`src/rtl/id_ex_operand_stage.sv`:
```
// ID/EX pipeline register with EX/MEM and MEM/WB operand forwarding and
// load-use stall detection; feeds the EX-stage alu.
module id_ex_operand_stage #(
  parameter int unsigned DATA_W = 32,
  parameter int unsigned REG_AW = 5
) (
  input  logic              clk,
  input  logic              rst,
  input  logic              flush,
  input  logic              id_valid,
  input  logic [DATA_W-1:0] id_rs_data,
  input  logic [DATA_W-1:0] id_rt_data,
  input  logic [DATA_W-1:0] id_imm,
  input  logic [REG_AW-1:0] id_rs,
  input  logic [REG_AW-1:0] id_rt,
  input  logic [REG_AW-1:0] id_rd,
  input  logic [2:0]        id_alu_ctr,
  input  logic              id_alu_src_imm,
  input  logic              id_reg_write,
  input  logic              id_mem_read,
  input  logic              id_mem_write,
  input  logic              exmem_reg_write,
  input  logic [REG_AW-1:0] exmem_rd,
  input  logic [DATA_W-1:0] exmem_result,
  input  logic              memwb_reg_write,
  input  logic [REG_AW-1:0] memwb_rd,
  input  logic [DATA_W-1:0] memwb_result,
  output logic [DATA_W-1:0] alu_src1,
  output logic [DATA_W-1:0] alu_src2,
  output logic [2:0]        alu_ctr,
  output logic              ex_valid,
  output logic [REG_AW-1:0] ex_rd,
  output logic              ex_reg_write,
  output logic              ex_mem_read,
  output logic              ex_mem_write,
  output logic [DATA_W-1:0] ex_store_data,
  output logic              stall_id
);

  typedef struct packed {
    logic              valid;
    logic [REG_AW-1:0] rs;
    logic [REG_AW-1:0] rt;
    logic [REG_AW-1:0] rd;
    logic [2:0]        alu_ctr;
    logic              alu_src_imm;
    logic              reg_write;
    logic              mem_read;
    logic              mem_write;
    logic [DATA_W-1:0] rs_data;
    logic [DATA_W-1:0] rt_data;
    logic [DATA_W-1:0] imm;
  } ex_t;

  ex_t               ex_q, ex_d;
  logic              bubble;
  logic [DATA_W-1:0] rs_fwd, rt_fwd;

  // Newest producer wins; r0 is hardwired so it is never forwarded.
  function automatic logic [DATA_W-1:0] fwd(
    input logic [REG_AW-1:0] idx,
    input logic [DATA_W-1:0] reg_val,
    input logic              em_we,
    input logic [REG_AW-1:0] em_rd,
    input logic [DATA_W-1:0] em_val,
    input logic              mw_we,
    input logic [REG_AW-1:0] mw_rd,
    input logic [DATA_W-1:0] mw_val
  );
    if (em_we && (em_rd != '0) && (em_rd == idx))      return em_val;
    else if (mw_we && (mw_rd != '0) && (mw_rd == idx)) return mw_val;
    else                                               return reg_val;
  endfunction

  always_comb begin
    stall_id = 1'b0;
    if (!flush && id_valid && ex_q.valid && ex_q.mem_read && (ex_q.rd != '0)) begin
      if ((ex_q.rd == id_rs) ||
          ((ex_q.rd == id_rt) && (!id_alu_src_imm || id_mem_write)))
        stall_id = 1'b1;
    end
  end

  assign bubble = flush | stall_id;

  always_comb begin
    ex_d = '0;
    if (!bubble) begin
      ex_d.valid       = id_valid;
      ex_d.rs          = id_rs;
      ex_d.rt          = id_rt;
      ex_d.rd          = id_rd;
      ex_d.alu_ctr     = id_alu_ctr;
      ex_d.alu_src_imm = id_alu_src_imm;
      ex_d.reg_write   = id_reg_write;
      ex_d.mem_read    = id_mem_read;
      ex_d.mem_write   = id_mem_write;
      ex_d.rs_data     = id_rs_data;
      ex_d.rt_data     = id_rt_data;
      ex_d.imm         = id_imm;
    end
  end

  always_ff @(posedge clk or posedge rst) begin
    if (rst) ex_q <= '0;
    else     ex_q <= ex_d;
  end

  always_comb begin
    rs_fwd = fwd(ex_q.rs, ex_q.rs_data, exmem_reg_write, exmem_rd, exmem_result,
                 memwb_reg_write, memwb_rd, memwb_result);
    rt_fwd = fwd(ex_q.rt, ex_q.rt_data, exmem_reg_write, exmem_rd, exmem_result,
                 memwb_reg_write, memwb_rd, memwb_result);
  end

  assign alu_src1      = rs_fwd;
  assign alu_src2      = ex_q.alu_src_imm ? ex_q.imm : rt_fwd;
  assign ex_store_data = rt_fwd;
  assign alu_ctr       = ex_q.alu_ctr;
  assign ex_valid      = ex_q.valid;
  assign ex_rd         = ex_q.rd;
  assign ex_reg_write  = ex_q.reg_write;
  assign ex_mem_read   = ex_q.mem_read;
  assign ex_mem_write  = ex_q.mem_write;

endmodule

```
`config.mk`:
```
export PLATFORM = sky130hd
export DESIGN_NAME = id_ex_operand_stage
export DESIGN_NICKNAME = d
export VERILOG_FILES = /design/src/rtl/id_ex_operand_stage.sv
export SDC_FILE = /design/constraint.sdc
export NUM_CORES = 1
export LEC_CHECK = 0
export ABC_CLOCK_PERIOD_IN_PS = 5050
export CORE_AREA = 2 2 118 120
export CTS_BUF_LIST = sky130_fd_sc_hd__clkbuf_2
export DETAILED_ROUTE_END_ITERATION = 10
export DIE_AREA = 0 0 120 122
export DONT_BUFFER_PORTS = 1
export PLACE_DENSITY = 0.6
export SYNTH_ARGS = -nofsm -noshare
export SYNTH_HDL_FRONTEND = slang
export SYNTH_SLANG_ARGS = --single-unit
```
`constraint.sdc`:
```
create_clock -name clk -period 5.05 [get_ports clk]
set_clock_uncertainty 0.15 [all_clocks]
set_input_delay 1.2625 -clock clk [delete_from_list [all_inputs] [get_ports clk]]
set_output_delay 1.2625 -clock clk [all_outputs]
set_load 0.1 [all_outputs]
```
# [After elaboration in Yosys (flattened, before gate mapping)]
# Cells that the tools add are included.
[op_classes] reduce_logical=18 bitwise_logic=1 mux=8 n_eq_ne=6
[ops] op="two-way mux 32 bit" count=5
[ops] op="two-way mux 119 bit" count=1
[ops] op="== test 5 bit" count=6
[ops] op="nonzero test 5 bit" count=3
[ops] op="logical AND 1 bit" count=11
[ops] op="logical NOT 1 bit" count=2
[ops] op="logical OR 1 bit" count=2
[ops] op="two-way mux 1 bit" count=2
[ops] op="OR 1 bit" count=1
[word_totals] output_inout_bits=109 ff_bits=119 input_bits=198

# [Logic depth before layout (Yosys ltp)]
# Gate-level depths: netlist (run 1).
[logic_depth] ltp_word=8 mapped_depth=7 mapped_depth_nobuf=5

# [Least setup slack after synthesis (run 1)]
# No wires, ideal clock.
[synth_path] path_kind="input-to-output" start="input exmem_rd[1]" end="output alu_src2[4]" path_slack_ns=-1.045 path_stages=7 arrival_ns=4.683 path_cell_list="or4_1 o211ai_2 or2_1 buf_2 buf_4 nor2_1 o31ai_1"
[synth_between] elab_chain_cells=5
[synth_lines] item="start, declared" line="23" rtl="input logic [REG_AW-1:0] exmem_rd,"
[synth_lines] item="nonzero test 5 bit" line="70" rtl="if (em_we && (em_rd != '0) && (em_rd == idx)) return em_val;"
[synth_lines] item="logical AND 1 bit" line="70"
[synth_lines] item="logical AND 1 bit *" line="70"
[synth_lines] item="two-way mux 32 bit *" line="70"
[synth_lines] item="two-way mux 32 bit *" line="117" rtl="assign alu_src2 = ex_q.alu_src_imm ? ex_q.imm : rt_fwd;"
[synth_lines] item="end, declared" line="29" rtl="output logic [DATA_W-1:0] alu_src2,"
# Every way passes the cells marked *; elsewhere a longest branch is shown, timed or not.

# [Final worst setup path (run 1)]
[layout_path] start="input memwb_rd[2]" end="output alu_src2[6]"
[layout_between] elab_chain_cells=6
[layout_lines] item="start, declared" line="26" rtl="input logic [REG_AW-1:0] memwb_rd,"
[layout_lines] item="nonzero test 5 bit" line="71" rtl="else if (mw_we && (mw_rd != '0) && (mw_rd == idx)) return mw_val;"
[layout_lines] item="logical AND 1 bit" line="71"
[layout_lines] item="logical AND 1 bit *" line="71"
[layout_lines] item="two-way mux 32 bit *" line="71"
[layout_lines] item="two-way mux 32 bit *" line="70"
[layout_lines] item="two-way mux 32 bit *" line="117"
# Marked as above.

==> summary.txt, run 1 <==
Critical path
  • Setup slack of the most critical reg-to-reg path: 1450 ps
  • Required time of the worst setup path: 3640 ps
  • Crit-path max FO: 35
  • Crit path capture type: output pin
  • Startpoint kind of the worst setup timing path: input port
  • Data arrival time of the critical path: between 3000 and 4000 ps
  • Critical path type: input port to output pin

Global routing
  • Initial antenna violation count: 5
  • Global Route Usage Sum: 0.2618
  • Global-route wire length before repair: 29040 µm
  • Number of global-route vias before repair: 5309
  • Global-route congestion overflow total: 0
  • Maximum number of pins on one net before global-route repair: 63

Cells and area
  • Layout-stage area growth over the synthesis result: 39.02%
  • Fill cell total of the finished layout: around 1100
  • Leading cell type in the layout, fill and taps excluded: sky130_fd_sc_hd__dfrtp_1
  • Share of layout cells above drive strength 1: 0.3383
  • # nets final: 918
  • Most used cells in the layout excluding fill and tap cells: 118 x sky130_fd_sc_hd__dfrtp_1, 117 x sky130_fd_sc_hd__and2_1, 58 x sky130_fd_sc_hd__buf_12

CTS
  • Number of H-tree levels: 4
  • Total clock buffers created by CTS: 17
  • TritonCTS clock tree: done
  • CTS Buffer Depth: 2
  • Post-CTS repair timing setup buffer count: 0
  • Clock-pin slew reported for the worst setup and hold paths after clock tree synthesis: 170 ps
  • CTS sink cnt: roughly 120
  • Post-cts gate resize count: 0
  • Quantity of hold-fixing buffers added after cts: 0
  • CTS root buffer: sky130_fd_sc_hd__clkbuf_2
  • Clock network latency to the later pin of the worst-skew pair: 650 ps

Yosys
  • Synthesized instance count: 642
  • Netlist area before placement: approximately 6200 µm²
  • Seq/Total Area, Yosys: 0.4784
  • Flip-flop and latch count after synthesis: roughly 120
  • Netlist cell types: 33
  • Mean Syn Cell Area: 9.696 µm²
  • Number of warning messages in the yosys log: 0
  • Net Count, Synth: 840

Timing
  • FMAX: 213.0 MHz
  • Final-layout worst hold slack: 462.9 ps
  • Period utilization: 0.9298
  • Hold Vio Cnt, Final: 0
  • Setup repair after global routing missed its margin: no
  • Final number of max-transition violations: 0
  • Relative max-transition margin: 0.3242
  • Least-Margin Pin Slew: 1014 ps
  • Min Clock Period, post-route: 4695 ps
  • Setup violation total in the final timing report: 0

Floorplanning
  • Starting Density: 0.4609
  • Number of core rows: 43
  • Core region area: 13500 µm²
  • # IOs: 307
  • Die W: 120 µm
  • Die height: 122 µm
  • Die area: 14640 µm²

Status
  • Run status: finished clean

Routing
  • Routed wire per std cell: 20.66 µm
  • Total vias in the final route: 5010
  • Number of iterations in the first detailed-routing pass: 4
  • DRC violations left: 0
  • Post-Route WL: 18970 µm
  • Post-detailed-route count of antenna-violating nets: 0
  • Initial drt markers: 218
  • Vias per cell: 5.458

Power and ir drop
  • Sequential Power Share: 0.395
  • Leak: around 0.0037 µW
  • Switching Fraction: 0.3971
  • Post-route total power: 2677 µW
  • Share of power burned in combinational logic: 0.357
  • Worst supply voltage drop on vdd: 0.1714 mV
  • Power density of the placed cells: 309.4 nW/µm²
  • Psw: approximately 1100 µW
  • P_int: 1614 µW
  • Portion of total power attributed to the clock network: 0.248

Place
  • Total of buffers placed on input and output ports: 0
  • Final estimated routing congestion in global placement: 0.9249
  • HPWL reported at the end of detailed placement: 14290 µm

Job
  • Max-capacitance violation count: 0

Min path
  • Path class of the lowest-slack min-delay path: input port to asynchronous set/reset pin
==> worst paths after layout <==
kind / from / end / depth (start not counted)
setup / recovery: memwb_rd[2] / alu_src2[6] / 7
hold / removal: rst / ex_q[93]$_DFF_PP0_ / 1
setup reg to reg: ex_rd[1]$_DFF_PP0_ / ex_q[2]$_DFF_PP0_ / 5
hold reg to reg: ex_rd[0]$_DFF_PP0_ / ex_mem_write$_DFF_PP0_ / 5
max in group asynchronous: rst / ex_q[99]$_DFF_PP0_ / 2
min in group clk: flush / ex_valid$_DFF_PP0_ / 1
==> synthesized netlist by cell type <==
cell | number | area share
sky130_fd_sc_hd__or4_1 | 3 | 0.0036
sky130_fd_sc_hd__clkbuf_1 | 28 | 0.017
sky130_fd_sc_hd__buf_4 | 11 | 0.013
sky130_fd_sc_hd__a22oi_1 | 1 | 0.0012
sky130_fd_sc_hd__o21ai_0 | 30 | 0.024
sky130_fd_sc_hd__dfrtp_1 | 119 | 0.48
sky130_fd_sc_hd__nor3_1 | 34 | 0.027
sky130_fd_sc_hd__xnor2_1 | 17 | 0.024
sky130_fd_sc_hd__mux2_2 | 30 | 0.054
sky130_fd_sc_hd__a21oi_1 | 33 | 0.027
sky130_fd_sc_hd__nor4_1 | 1 | 0.0010
sky130_fd_sc_hd__nand4_1 | 4 | 0.0040
sky130_fd_sc_hd__or3_1 | 30 | 0.030
sky130_fd_sc_hd__or2_1 | 1 | 0.0010
sky130_fd_sc_hd__o31a_1 | 1 | 0.0014
sky130_fd_sc_hd__buf_1 | 4 | 0.0024
sky130_fd_sc_hd__o21a_1 | 2 | 0.0024
sky130_fd_sc_hd__o31ai_1 | 2 | 0.0024
sky130_fd_sc_hd__nand3_1 | 1 | 0.00080
sky130_fd_sc_hd__a211oi_1 | 2 | 0.0024
sky130_fd_sc_hd__nor3b_1 | 1 | 0.0012
sky130_fd_sc_hd__xor2_1 | 13 | 0.018
sky130_fd_sc_hd__nand2_1 | 3 | 0.0018
sky130_fd_sc_hd__mux2i_1 | 32 | 0.051
sky130_fd_sc_hd__a211o_1 | 1 | 0.0014
sky130_fd_sc_hd__inv_1 | 34 | 0.021
sky130_fd_sc_hd__a211oi_2 | 1 | 0.0020
sky130_fd_sc_hd__and2_1 | 117 | 0.12
sky130_fd_sc_hd__o21ai_1 | 1 | 0.00080
sky130_fd_sc_hd__o211ai_2 | 1 | 0.0020
sky130_fd_sc_hd__a31oi_1 | 30 | 0.030
sky130_fd_sc_hd__buf_2 | 13 | 0.010
sky130_fd_sc_hd__nor2_1 | 41 | 0.025
==> through the flow <==
stage	area, µm²	util	worst slack (ps)	cells	TNS (ps)
global placement	8386	0.6210	363.5	881	0
CTS	8641	0.6399	331.9	913	0
finish	8653	0.6408	354.5	918	0
detailed placement	8386	0.6210	327.3	881	0
floorplan	6795	-	-334.5	642	-1408
global route	8651	0.6406	244.9	917	0
==> power by group through the flow <==
stage	logic (µW)	registers [µW]	clock network (µW)
floorplan	721	1040	0
global placement	952	1070	0
detailed placement	961	1080	0
CTS	962	1060	684
global route	991	1060	728
finish	955	1060	664
==> routing by layer <==
metal / global-route usage / part of all wire
met3: 0.09363 / 0.095
met1: 0.2887 / 0.36
met2: 0.4648 / 0.53
met4: 0.09559 / 0.018
met5: 0 / 0
==> state kept, by name (all words and copies together), names as in the netlist <==
name          cells
ex_mem_write      1
ex_valid          1
alu_ctr           3
ex_rd             5
ex_mem_read       1
ex_reg_write      1
ex_q            107
==> layout make-up <==
class	count	area [µm²]	area share
Tap cell	180	225.2	0.02603
Antenna cell	5	12.51	0.001446
Clock buffer	19	95.09	0.01099
Clock inverter	13	160.2	0.01851
Sequential cell	119	2979	0.3443
Timing Repair Buffer	115	1589	0.1836
Multi-Input combinational cell	433	3462	0.4001
Inverter	34	130.1	0.01504
==> critical path, cell delays in order <==
cell and delay, ps:
sky130_fd_sc_hd__xnor2_1 160, sky130_fd_sc_hd__nand4_1 410, sky130_fd_sc_hd__buf_4 400, sky130_fd_sc_hd__or3_1 420, sky130_fd_sc_hd__a31oi_4 220, sky130_fd_sc_hd__mux2_2 210, sky130_fd_sc_hd__buf_12 180
==> kinds of logic after synthesis <==
family,synth area share
muxes,0.1057
and+or+nand+nor,0.2133
buffers and inverters,0.06352
AOI/OAI and AO/OA,0.09688
xor gates and xnor gates,0.04221
DFF,0.4784
Power figures use the tool's default switching activity.
==> inputs of run 2 (changes only) <==
--- a/config.mk
+++ b/config.mk
@@ -11,7 +11,9 @@
 export DETAILED_ROUTE_END_ITERATION = 10
 export DIE_AREA = 0 0 120 122
 export DONT_BUFFER_PORTS = 1
+export GPL_TIMING_DRIVEN = 0
 export PLACE_DENSITY = 0.6
+export SLEW_MARGIN = 30
 export SYNTH_ARGS = -nofsm -noshare
 export SYNTH_HDL_FRONTEND = slang
 export SYNTH_SLANG_ARGS = --single-unit
==> constraint.sdc (replaced) <==
create_clock -name clk -period 5.05 [get_ports clk]
set_clock_uncertainty 0.15 [all_clocks]
set_input_delay 1.515 -clock clk [delete_from_list [all_inputs] [get_ports clk]]
set_output_delay 1.515 -clock clk [all_outputs]
set_load 0.1 [all_outputs]
==> run 2 against run 1 <==
- the flow now finishes with violations (negative setup slack)
- sequential cell count unchanged
- routed wire length up 9.3%
- non-clock buffer count decreased by 36
- global-route usage is 1.7 points higher
- die area stayed put
- fmax down 14%
- count of clock-buffer cells in the layout increased by 1
- sequential power about the same
- first-iteration DRC count is 24% higher
- register-to-register slack improved by 790 ps
- largest power group unchanged
- highest routed layer unchanged
==> summary.txt, run 2 (synthesis gave the netlist of run 1 again) <==
Critical path
  • Setup slack of the most critical reg-to-reg path: 2240 ps
  • Crit-path max FO: 10
  • Data arrival time of the critical path: about 3800 ps
  • Startpoint kind of the worst setup timing path: input port
  • Required time of the worst setup path: 3390 ps
  • Critical path type: input port to output pin
  • Crit path capture type: output pin

CTS
  • Clock-pin slew reported for the worst setup and hold paths after clock tree synthesis: between 150 and 200 ps
  • Number of H-tree levels: 4
  • Quantity of hold-fixing buffers added after cts: 0
  • CTS Buffer Depth: 2
  • TritonCTS clock tree: done
  • CTS root buffer: sky130_fd_sc_hd__clkbuf_2
  • CTS sink cnt: approximately 120
  • Total clock buffers created by CTS: 17
  • Clock network latency to the later pin of the worst-skew pair: 670 ps

Timing
  • FMAX: around 180 MHz
  • Setup repair after global routing missed its margin: yes
  • Final number of max-transition violations: 0
  • Least-Margin Pin Slew: 952.1 ps
  • Setup violation total in the final timing report: 55
  • Hold Vio Cnt, Final: 0
  • Period utilization: 1.080
  • Relative max-transition margin: 0.3652
  • Final worst-path setup slack: -402.9 ps
  • Final-layout worst hold slack: 515.6 ps
  • Min Clock Period, post-route: 5453 ps

Global routing
  • Initial antenna violation count: 2
  • Global Route Usage Sum: 0.2784
  • Global-route wire length before repair: a little over 30000 µm
  • Global-route congestion overflow total: 0
  • Maximum number of pins on one net before global-route repair: 63
  • Number of global-route vias before repair: between 5000 and 6000

Place
  • Worst-case setup slack after placement: -730.6 ps
  • Final estimated routing congestion in global placement: 0.8782
  • Placed cells: 827
  • HPWL reported at the end of detailed placement: between 15000 and 20000 µm
  • Placement Cell Area: ~7600 µm²
  • Total of buffers placed on input and output ports: 0

Floorplanning
  • Die height: 122 µm
  • Die W: 120 µm
  • Die area: 14640 µm²
  • Core region area: 13500 µm²
  • Starting Density: 0.4609
  • Number of core rows: 43
  • # IOs: around 310

Job
  • Max-capacitance violation count: 0

Cells and area
  • Sequential standard cell area: 2978 µm²
  • Layout-stage area growth over the synthesis result: 32.90%
  • Fill cell total of the finished layout: about 1100
  • Largest Register: ex_q
  • Most used cells in the layout excluding fill and tap cells: 119 x sky130_fd_sc_hd__dfrtp_1, 117 x sky130_fd_sc_hd__and2_1, 37 x sky130_fd_sc_hd__nor2_1
  • # nets final: 883
  • Share of layout cells above drive strength 1: 0.3066
  • Final standard cell area without fillers: 8273 µm²
  • Largest register FFs: 107
  • Number of standard cells in the final layout excluding fillers: 880
  • Leading cell type in the layout, fill and taps excluded: sky130_fd_sc_hd__dfrtp_1
  • Multi-input logic area: 3983 µm²

Power and ir drop
  • Leak: 0.003390 µW
  • Post-route total power: 2544 µW
  • Power density of the placed cells: 307.6 nW/µm²
  • Worst supply voltage drop on vdd: 0.1994 mV

Routing
  • Routed wire per std cell: 23.56 µm
  • Total vias in the final route: 5039
  • Post-detailed-route count of antenna-violating nets: 0
  • Vias per cell: 5.726
  • Number of iterations in the first detailed-routing pass: 4
  • DRC violations left: 0
  • Post-Route WL: 20730 µm
  • Initial drt markers: 270

Status
  • Run status: finished, violations left
  • Failing checks: negative setup slack

Min path
  • Path class of the lowest-slack min-delay path: input port to asynchronous set/reset pin
run 2: worst max-delay path: stages:
cell and delay [ps]:
sky130_fd_sc_hd__xnor2_1 160, sky130_fd_sc_hd__nand4_1 120, sky130_fd_sc_hd__buf_4 200, sky130_fd_sc_hd__clkbuf_4 200, sky130_fd_sc_hd__or3_4 390, sky130_fd_sc_hd__a31oi_4 690
sky130_fd_sc_hd__mux2_4 500
run 2: worst paths after layout:
check                           depth (start not counted)               start                endpoint
worst max-delay path                                    7         memwb_rd[0]             alu_src2[3]
worst min-delay path                                    1                 rst      ex_q[25]$_DFF_PP0_
worst max register to register                          6  ex_rd[1]$_DFF_PP0_      ex_q[95]$_DFF_PP0_
worst min register to register                          3  ex_rd[0]$_DFF_PP0_      ex_valid$_DFF_PP0_
max in group asynchronous                               2                 rst      ex_q[34]$_DFF_PP0_
min in group clk                                        1               flush  ex_mem_write$_DFF_PP0_
run 2: area by class of cell:
class,count,share of cell area
Timing Repair Buffer,23,0.03660
Buffer,56,0.04961
Inverter,34,0.01633
Clock inverter,12,0.01618
Clock buffer,20,0.01210
Antenna cell,2,0.0006050
Multi-Input combinational cell,434,0.4814
Sequential cell,119,0.3600
Tap cell,180,0.02722
run 2: stage by stage:
stage,util,setup TNS (ps)
after global routing,0.6126,-19380
after floorplan,-,-25460
after detailed placement,0.5632,-30860
after CTS,0.5970,-14250
after global placement,0.5343,-171650
final,0.6126,-13420
run 2: timing repair:
item | CTS | global route
pin swaps | 54 | 17
setup endpoints to repair | 91 | 73
endpoints found under the hold margin | 0 | 0
setup buffers | 8 | 5
cloned | 2 | 4
gates resized for setup | 39 | 36
run 2: power by group:
part	total, µW	leakage, µW	internal, µW	switching, µW
sequential	1030	0.00153	1000	31.7
combinational	883	0.00171	197	686
clock	629	0.000150	273	356
total	2540	0.00339	1470	1070
run 2: routing by layer:
| layer | GRT usage | up-vias | part of all wire |
|---|---|---|---|
| li1 | - | 2246 | - |
| met2 | 0.4957 | 228 | 0.52 |
| met4 | 0.08162 | 0 | 0.017 |
| met3 | 0.1081 | 26 | 0.092 |
| met5 | 0 | - | 0 |
| met1 | 0.3084 | 2539 | 0.37 |
